### src/rtl/microseq_pkg.sv
// Shared encodings for the microsequencer: next-select, condition select,
// MIPS opcode/funct values and the microstates the decoder dispatches to.
package microseq_pkg;

   localparam int unsigned STATE_W = 7;
   localparam int unsigned SEL_W   = 3;
   localparam int unsigned COND_W  = 2;
   localparam int unsigned OP_W    = 6;

   localparam logic [STATE_W-1:0] FETCH_STATE   = 7'd0;
   localparam logic [STATE_W-1:0] ILLEGAL_STATE = 7'd5;

   localparam logic [SEL_W-1:0] NS_DECODE = 3'b000;
   localparam logic [SEL_W-1:0] NS_FETCH  = 3'b001;
   localparam logic [SEL_W-1:0] NS_CR     = 3'b010;
   localparam logic [SEL_W-1:0] NS_INC    = 3'b011;
   localparam logic [SEL_W-1:0] NS_BRANCH = 3'b100;
   localparam logic [SEL_W-1:0] NS_WAIT   = 3'b101;
   localparam logic [SEL_W-1:0] NS_CALL   = 3'b110;
   localparam logic [SEL_W-1:0] NS_RET    = 3'b111;

   localparam logic [COND_W-1:0] CS_MOC  = 2'b00;
   localparam logic [COND_W-1:0] CS_ZERO = 2'b01;
   localparam logic [COND_W-1:0] CS_NEG  = 2'b10;
   localparam logic [COND_W-1:0] CS_ONE  = 2'b11;

   localparam logic [OP_W-1:0] OP_RTYPE = 6'h00;
   localparam logic [OP_W-1:0] OP_LW    = 6'h23;
   localparam logic [OP_W-1:0] OP_SW    = 6'h2B;
   localparam logic [OP_W-1:0] OP_BEQ   = 6'h04;
   localparam logic [OP_W-1:0] OP_ADDIU = 6'h09;
   localparam logic [OP_W-1:0] OP_LUI   = 6'h0F;
   localparam logic [OP_W-1:0] OP_J     = 6'h02;

   localparam logic [OP_W-1:0] FN_ADDU = 6'h21;
   localparam logic [OP_W-1:0] FN_SUBU = 6'h23;
   localparam logic [OP_W-1:0] FN_AND  = 6'h24;
   localparam logic [OP_W-1:0] FN_OR   = 6'h25;
   localparam logic [OP_W-1:0] FN_JR   = 6'h08;

   localparam logic [STATE_W-1:0] ST_ADDU  = 7'd17;
   localparam logic [STATE_W-1:0] ST_SUBU  = 7'd18;
   localparam logic [STATE_W-1:0] ST_AND   = 7'd23;
   localparam logic [STATE_W-1:0] ST_OR    = 7'd25;
   localparam logic [STATE_W-1:0] ST_JR    = 7'd30;
   localparam logic [STATE_W-1:0] ST_LW    = 7'd7;
   localparam logic [STATE_W-1:0] ST_SW    = 7'd9;
   localparam logic [STATE_W-1:0] ST_BEQ   = 7'd16;
   localparam logic [STATE_W-1:0] ST_ADDIU = 7'd6;
   localparam logic [STATE_W-1:0] ST_LUI   = 7'd31;
   localparam logic [STATE_W-1:0] ST_J     = 7'd12;

endpackage

### src/rtl/microsequencer_if.sv
// Microinstruction fields, status flags and IR slices into the sequencer,
// plus the current microstate out to the microstore.
interface microsequencer_if;
   import microseq_pkg::*;

   logic [SEL_W-1:0]   nextSel;
   logic [STATE_W-1:0] crAddr;
   logic [COND_W-1:0]  condSel;
   logic               condInv;
   logic               moc;
   logic               zeroFlag;
   logic               negFlag;
   logic [OP_W-1:0]    opcode;
   logic [OP_W-1:0]    funct;
   logic [STATE_W-1:0] currentState;

   modport master (
      output nextSel, crAddr, condSel, condInv, moc, zeroFlag, negFlag, opcode, funct,
      input  currentState
   );

   modport slave (
      input  nextSel, crAddr, condSel, condInv, moc, zeroFlag, negFlag, opcode, funct,
      output currentState
   );
endinterface

### src/rtl/instr_decoder.sv
// Combinational opcode/funct -> dispatch microstate; unmapped encodings go to ILLEGAL_STATE.
module instr_decoder
   import microseq_pkg::*;
(
   input  logic [OP_W-1:0]    opcode,
   input  logic [OP_W-1:0]    funct,
   output logic [STATE_W-1:0] state
);

   always_comb begin
      state = ILLEGAL_STATE;
      case (opcode)
         OP_RTYPE: begin
            case (funct)
               FN_ADDU: state = ST_ADDU;
               FN_SUBU: state = ST_SUBU;
               FN_AND:  state = ST_AND;
               FN_OR:   state = ST_OR;
               FN_JR:   state = ST_JR;
               default: state = ILLEGAL_STATE;
            endcase
         end
         OP_LW:    state = ST_LW;
         OP_SW:    state = ST_SW;
         OP_BEQ:   state = ST_BEQ;
         OP_ADDIU: state = ST_ADDIU;
         OP_LUI:   state = ST_LUI;
         OP_J:     state = ST_J;
         default:  state = ILLEGAL_STATE;
      endcase
   end

endmodule

### src/rtl/microsequencer.sv
// Microprogram next-state generator owning the microstore address register.
// Optional one-deep call/return stack enabled by MICROSEQ_RETURN_EN.
module microsequencer
   import microseq_pkg::*;
(
   input  logic             clk,
   input  logic             reset,
   microsequencer_if.slave  bus
);

   logic [STATE_W-1:0] decoded;
   logic [STATE_W-1:0] inc;
   logic [STATE_W-1:0] next_state;
   logic               cond_raw;
   logic               cond;

   instr_decoder u_decoder (
      .opcode (bus.opcode),
      .funct  (bus.funct),
      .state  (decoded)
   );

   assign inc = bus.currentState + STATE_W'(1);

   always_comb begin
      cond_raw = 1'b1;
      case (bus.condSel)
         CS_MOC:  cond_raw = bus.moc;
         CS_ZERO: cond_raw = bus.zeroFlag;
         CS_NEG:  cond_raw = bus.negFlag;
         default: cond_raw = 1'b1;
      endcase
      cond = cond_raw ^ bus.condInv;
   end

`ifdef MICROSEQ_RETURN_EN
   logic [STATE_W-1:0] returnReg;

   // Single return slot; a call overwrites it, so nesting is not supported.
   always_ff @(posedge clk or posedge reset) begin
      if (reset)
         returnReg <= '0;
      else if (bus.nextSel == NS_CALL)
         returnReg <= inc;
   end
`endif

   // Unlisted selects (including X in simulation) fall back to fetch.
   always_comb begin
      next_state = FETCH_STATE;
      case (bus.nextSel)
         NS_DECODE: next_state = decoded;
         NS_FETCH:  next_state = FETCH_STATE;
         NS_CR:     next_state = bus.crAddr;
         NS_INC:    next_state = inc;
         NS_BRANCH: next_state = cond ? bus.crAddr : inc;
         NS_WAIT:   next_state = cond ? inc : bus.currentState;
`ifdef MICROSEQ_RETURN_EN
         NS_CALL:   next_state = bus.crAddr;
         NS_RET:    next_state = returnReg;
`endif
         default:   next_state = FETCH_STATE;
      endcase
   end

   always_ff @(posedge clk or posedge reset) begin
      if (reset)
         bus.currentState <= FETCH_STATE;
      else
         bus.currentState <= next_state;
   end

endmodule

### src/flat_wrapper.sv
// flat-port wrapper written by rule: the top's interface ports become plain ports
module microsequencer_flat import microseq_pkg::*;
  (clk, reset, bus_nextSel, bus_crAddr, bus_condSel, bus_condInv, bus_moc, bus_zeroFlag, bus_negFlag, bus_opcode, bus_funct, bus_currentState);
  microsequencer_if bus_i ();
  input  logic clk;
  input  logic reset;
  input wire logic [$bits(bus_i.nextSel)-1:0] bus_nextSel;
  input wire logic [$bits(bus_i.crAddr)-1:0] bus_crAddr;
  input wire logic [$bits(bus_i.condSel)-1:0] bus_condSel;
  input wire logic [$bits(bus_i.condInv)-1:0] bus_condInv;
  input wire logic [$bits(bus_i.moc)-1:0] bus_moc;
  input wire logic [$bits(bus_i.zeroFlag)-1:0] bus_zeroFlag;
  input wire logic [$bits(bus_i.negFlag)-1:0] bus_negFlag;
  input wire logic [$bits(bus_i.opcode)-1:0] bus_opcode;
  input wire logic [$bits(bus_i.funct)-1:0] bus_funct;
  output wire logic [$bits(bus_i.currentState)-1:0] bus_currentState;
  assign bus_i.nextSel = bus_nextSel;
  assign bus_i.crAddr = bus_crAddr;
  assign bus_i.condSel = bus_condSel;
  assign bus_i.condInv = bus_condInv;
  assign bus_i.moc = bus_moc;
  assign bus_i.zeroFlag = bus_zeroFlag;
  assign bus_i.negFlag = bus_negFlag;
  assign bus_i.opcode = bus_opcode;
  assign bus_i.funct = bus_funct;
  assign bus_currentState = bus_i.currentState;
  microsequencer u_core (.clk(clk), .reset(reset), .bus(bus_i));
endmodule
### config.mk
export PLATFORM = sky130hd
export DESIGN_NAME = microsequencer_flat
export DESIGN_NICKNAME = d
export VERILOG_FILES = /design/src/rtl/microseq_pkg.sv /design/src/rtl/microsequencer_if.sv /design/src/rtl/instr_decoder.sv /design/src/rtl/microsequencer.sv /design/src/flat_wrapper.sv
export SDC_FILE = /design/constraint.sdc
export NUM_CORES = 1
export LEC_CHECK = 0
export CORE_ASPECT_RATIO = 0.8
export CORE_MARGIN = 2
export CORE_UTILIZATION = 40
export CTS_BUF_LIST = sky130_fd_sc_hd__clkbuf_16
export DETAILED_ROUTE_END_ITERATION = 10
export PLACE_DENSITY = 0.83
export SKIP_CTS_REPAIR_TIMING = 1
export SYNTH_ARGS = -nofsm -noshare
export SYNTH_HDL_FRONTEND = slang
export SYNTH_SLANG_ARGS = --single-unit
### constraint.sdc
create_clock -name clk -period 1.45 [get_ports clk]
set_input_delay 0.435 -clock clk [delete_from_list [all_inputs] [get_ports clk]]
set_output_delay 0.435 -clock clk [all_outputs]
set_load 0.01 [all_outputs]
==> flow_summary_export.csv <==
group,metric,value,unit
routing,dr.pass1.iters,5,
logic_synthesis,synth-seq-area-share,16.5,%
floorplan,core_region_area,2480,um^2
floorplan,num_rows,16,
grt,grt_pass1_wl,5.65,mm
power_and_ir_drop,power.internal,0.000866,W
worst_hold_path,hp-class,"in2async",
sta,finalHoldWorstSlack,0.453,ns
clocking,path_clk_slew,0.04,ns
sta,setup_ws,-0.547,ns
final_layout,final_common_cell,"buf_4",
final_layout,multiInputGateArea,971,um^2
worst_setup_path,rr_worst_depth,5,
routing,wire_per_inst,18.5,um
logic_synthesis,synth_cells,143,
clocking,cts_tree,"yes",
grt,grt_pass1_vias,1338,
placement,pre_cts_slack,-1.03,ns
floorplan,io_pins,37,
status,failed_checks,"negative setup slack",
sta,finalHoldViolations,0,
final_layout,final_cell_mix,"buf_4, dlymetal6s2s_1, nor2_1, clkdlybuf4s50_1, a21oi_1",
logic_synthesis,yosys-top-cells-area,"dfrtp_1, a21oi_1, nor2_1, o21ai_0, and3b_1",
floorplan,dieArea,3080,um^2
sta,period_share,138,%
run,max_cap_viol_count,0,
worst_setup_path,critPathLaunchType,"input pin",
clocking,htreeDepth,1,
final_layout,fillers,132,
placement,io_buffers,36,
worst_setup_path,timing.rr.start,"u_core.bus.currentState[0]",
worst_setup_path,crit-reg2reg-capture,"u_core.bus.currentState[2]",
final_layout,fin_cells,257,
placement,place.gp.congestion,0.922,
logic_synthesis,synth-async-reset-ratio,100,%
status,status,"finished, violations left",
final_layout,largest_reg_flops,7,
power_and_ir_drop,clockPowerShare,38.3,%
placement,dp.cells,244,
floorplan,die_h,50.1,um
logic_synthesis,synth-seq-cells,7,
logic_synthesis,synth_enable_flop_cells,0,
worst_setup_path,critPathArrivalTime,2.14,ns
power_and_ir_drop,power.total,0.00125,W
logic_synthesis,syn_nets,174,
clocking,cts.sinks,7,
clocking,cts_root_buf,"clkbuf_16",
placement,dp_hpwl,2.77,mm
final_layout,regArea,175,um^2
clocking,clockBufferDepth,2,
routing,wl,4.75,mm
worst_setup_path,worst-setup-path-type,"in2reg",
sta,timing.fmax,501,MHz
logic_synthesis,synth_warnings,0,
routing,dr.first_iter.drc_count,130,
logic_synthesis,yosys_most_used_dff,"dfrtp_1",
grt,grt_start_max_net_pins,12,
power_and_ir_drop,switching_share,31.0,%
power_and_ir_drop,p_leak,1.10,nW
routing,dr_total_vias,1586,
worst_setup_path,reg2reg_setup_slack,-0.06,ns
sta,skew,0.00459,ns
logic_synthesis,synth_area,1060,um^2
floorplan,start_util,42.7,%
grt,grt_util_all_layers,24.3,%
worst_setup_path,cp.required,1.59,ns
worst_setup_path,cp-end-kind,"register",
floorplan,fp.dieW,61.6,um
routing,vias_per_cell,6.17,
final_layout,top_regs,"u_core.bus.currentState: 7 flops",
clocking,clk_latency,0.24,ns
routing,drc,0,
worst_setup_path,cp_max_fo,4,
logic_synthesis,post_synth.cell_area_avg,7.42,um^2
power_and_ir_drop,ir_drop,0.000462,V
final_layout,n_antenna_cell,0,
sta,rsz0062_at_grt,"yes",
sta,slew_viol_final,0,
final_layout,fin_nets,253,
power_and_ir_drop,seq_power_share,18.1,%
power_and_ir_drop,combinationalPowerShare,43.5,%
sta,worst_pin_slew,0.293,ns
logic_synthesis,synth_top_area_share,16.5,%
clocking,numCtsBuffers,3,
final_layout,drive_gt1_share,38.5,%
power_and_ir_drop,power_density,604,nW/um^2
logic_synthesis,yosys.area.top_type,"dfrtp_1",
final_layout,largest-register,"u_core.bus.currentState",
sta,tns,-2.93,ns
final_layout,area_growth,95.9,%
sta,slew_headroom,80.2,%
grt,antenna_found_initial,0,
routing,postRouteAntennaNets,0,
power_and_ir_drop,switchingPower,0.000389,W
sta,finalCriticalPeriod,2.00,ns
logic_synthesis,synth_cell_types,57,
grt,gr-total-overflow,0,
sta,setup_violations,7,
==> metrics by stage <==
step                      cell area (um^2)  util [%]
after floorplan                       1080         -
after global placement                1720      69.1
after detailed placement              1720      69.1
after CTS                             1790      72.3
after global routing                  2080      83.7
final                                 2080      83.7
==> power by group through the flow <==
stage	clock (W)	sequential [W]	combinational, W
final	0.000481	0.000228	0.000546
after global routing	0.000496	0.000229	0.000577
after CTS	0.000477	0.000228	0.000456
after detailed placement	0	0.000230	0.000447
after global placement	0	0.000228	0.000434
after floorplan	0	0.000243	0.000188
==> metal layers <==
layer	vias to the layer above	global-route usage (%)	share of wire, %
li1	705	-	-
met1	747	29.5	38
met2	112	40.7	50
met3	22	6.56	8.3
met4	0	7.45	3.5
met5	-	0	0
==> layout make-up <==
type	instances	share of cell area, %
inverter	7	1.26
clock inverter	1	0.181
sequential	7	8.43
multi-input combinational	120	46.7
tap	36	2.17
clock buffer	3	3.61
timing repair buffer	83	37.6
==> how the worst max path moves through the flow <==
stage              startpoint                    endpoint  slack, ns
4_1_cts        bus_condSel[0]  u_core.bus.currentState[0]      -0.86
3_5_place_dp   bus_condSel[0]  u_core.bus.currentState[0]      -1.03
5_1_grt          bus_funct[1]  u_core.bus.currentState[0]      -0.57
3_3_place_gp   bus_condSel[0]  u_core.bus.currentState[0]      -0.98
6_report          bus_negFlag  u_core.bus.currentState[0]      -0.55
2_1_floorplan  bus_condSel[0]  u_core.bus.currentState[0]      -0.43
==> worst max-delay path, cell delays in order <==
cell,delay [ns]
clkbuf_2,0.08
or3b_4,0.42
o22a_4,0.27
and2_4,0.18
xor2_4,0.16
a221o_1,0.37
o22ai_2,0.22
==> cell families (layout without fill, tap and decap cells) <==
group,after synthesis,after routing,share of synthesized area (%)
flops,7,7,16.5
simple gates,60,60,32.7
mux,4,4,3.89
compound gates,51,51,34.7
xor+xnor,3,3,3.18
fa+ha+maj,2,2,2.24
buf+inv,16,94,6.84
==> cell usage after synthesis, types with 2 or more instances <==
| cell type | n |
|---|---|
| a21oi_1 | 13 |
| nor2_1 | 11 |
| nand2_1 | 9 |
| o21ai_0 | 8 |
| dfrtp_1 | 7 |
| inv_1 | 7 |
| clkbuf_1 | 6 |
| nand3_1 | 6 |
| and3b_1 | 4 |
| nand2b_1 | 4 |
| nor2b_1 | 4 |
| a31oi_1 | 3 |
| mux2i_1 | 3 |
| nor3_1 | 3 |
| nor4_1 | 3 |
| or3_1 | 3 |
| a211oi_1 | 2 |
| a22o_1 | 2 |
| buf_2 | 2 |
| nand4_1 | 2 |
| o21a_1 | 2 |
| o2bb2ai_1 | 2 |
| o31ai_1 | 2 |
| o32ai_1 | 2 |
(Power assumes the default switching activity.)
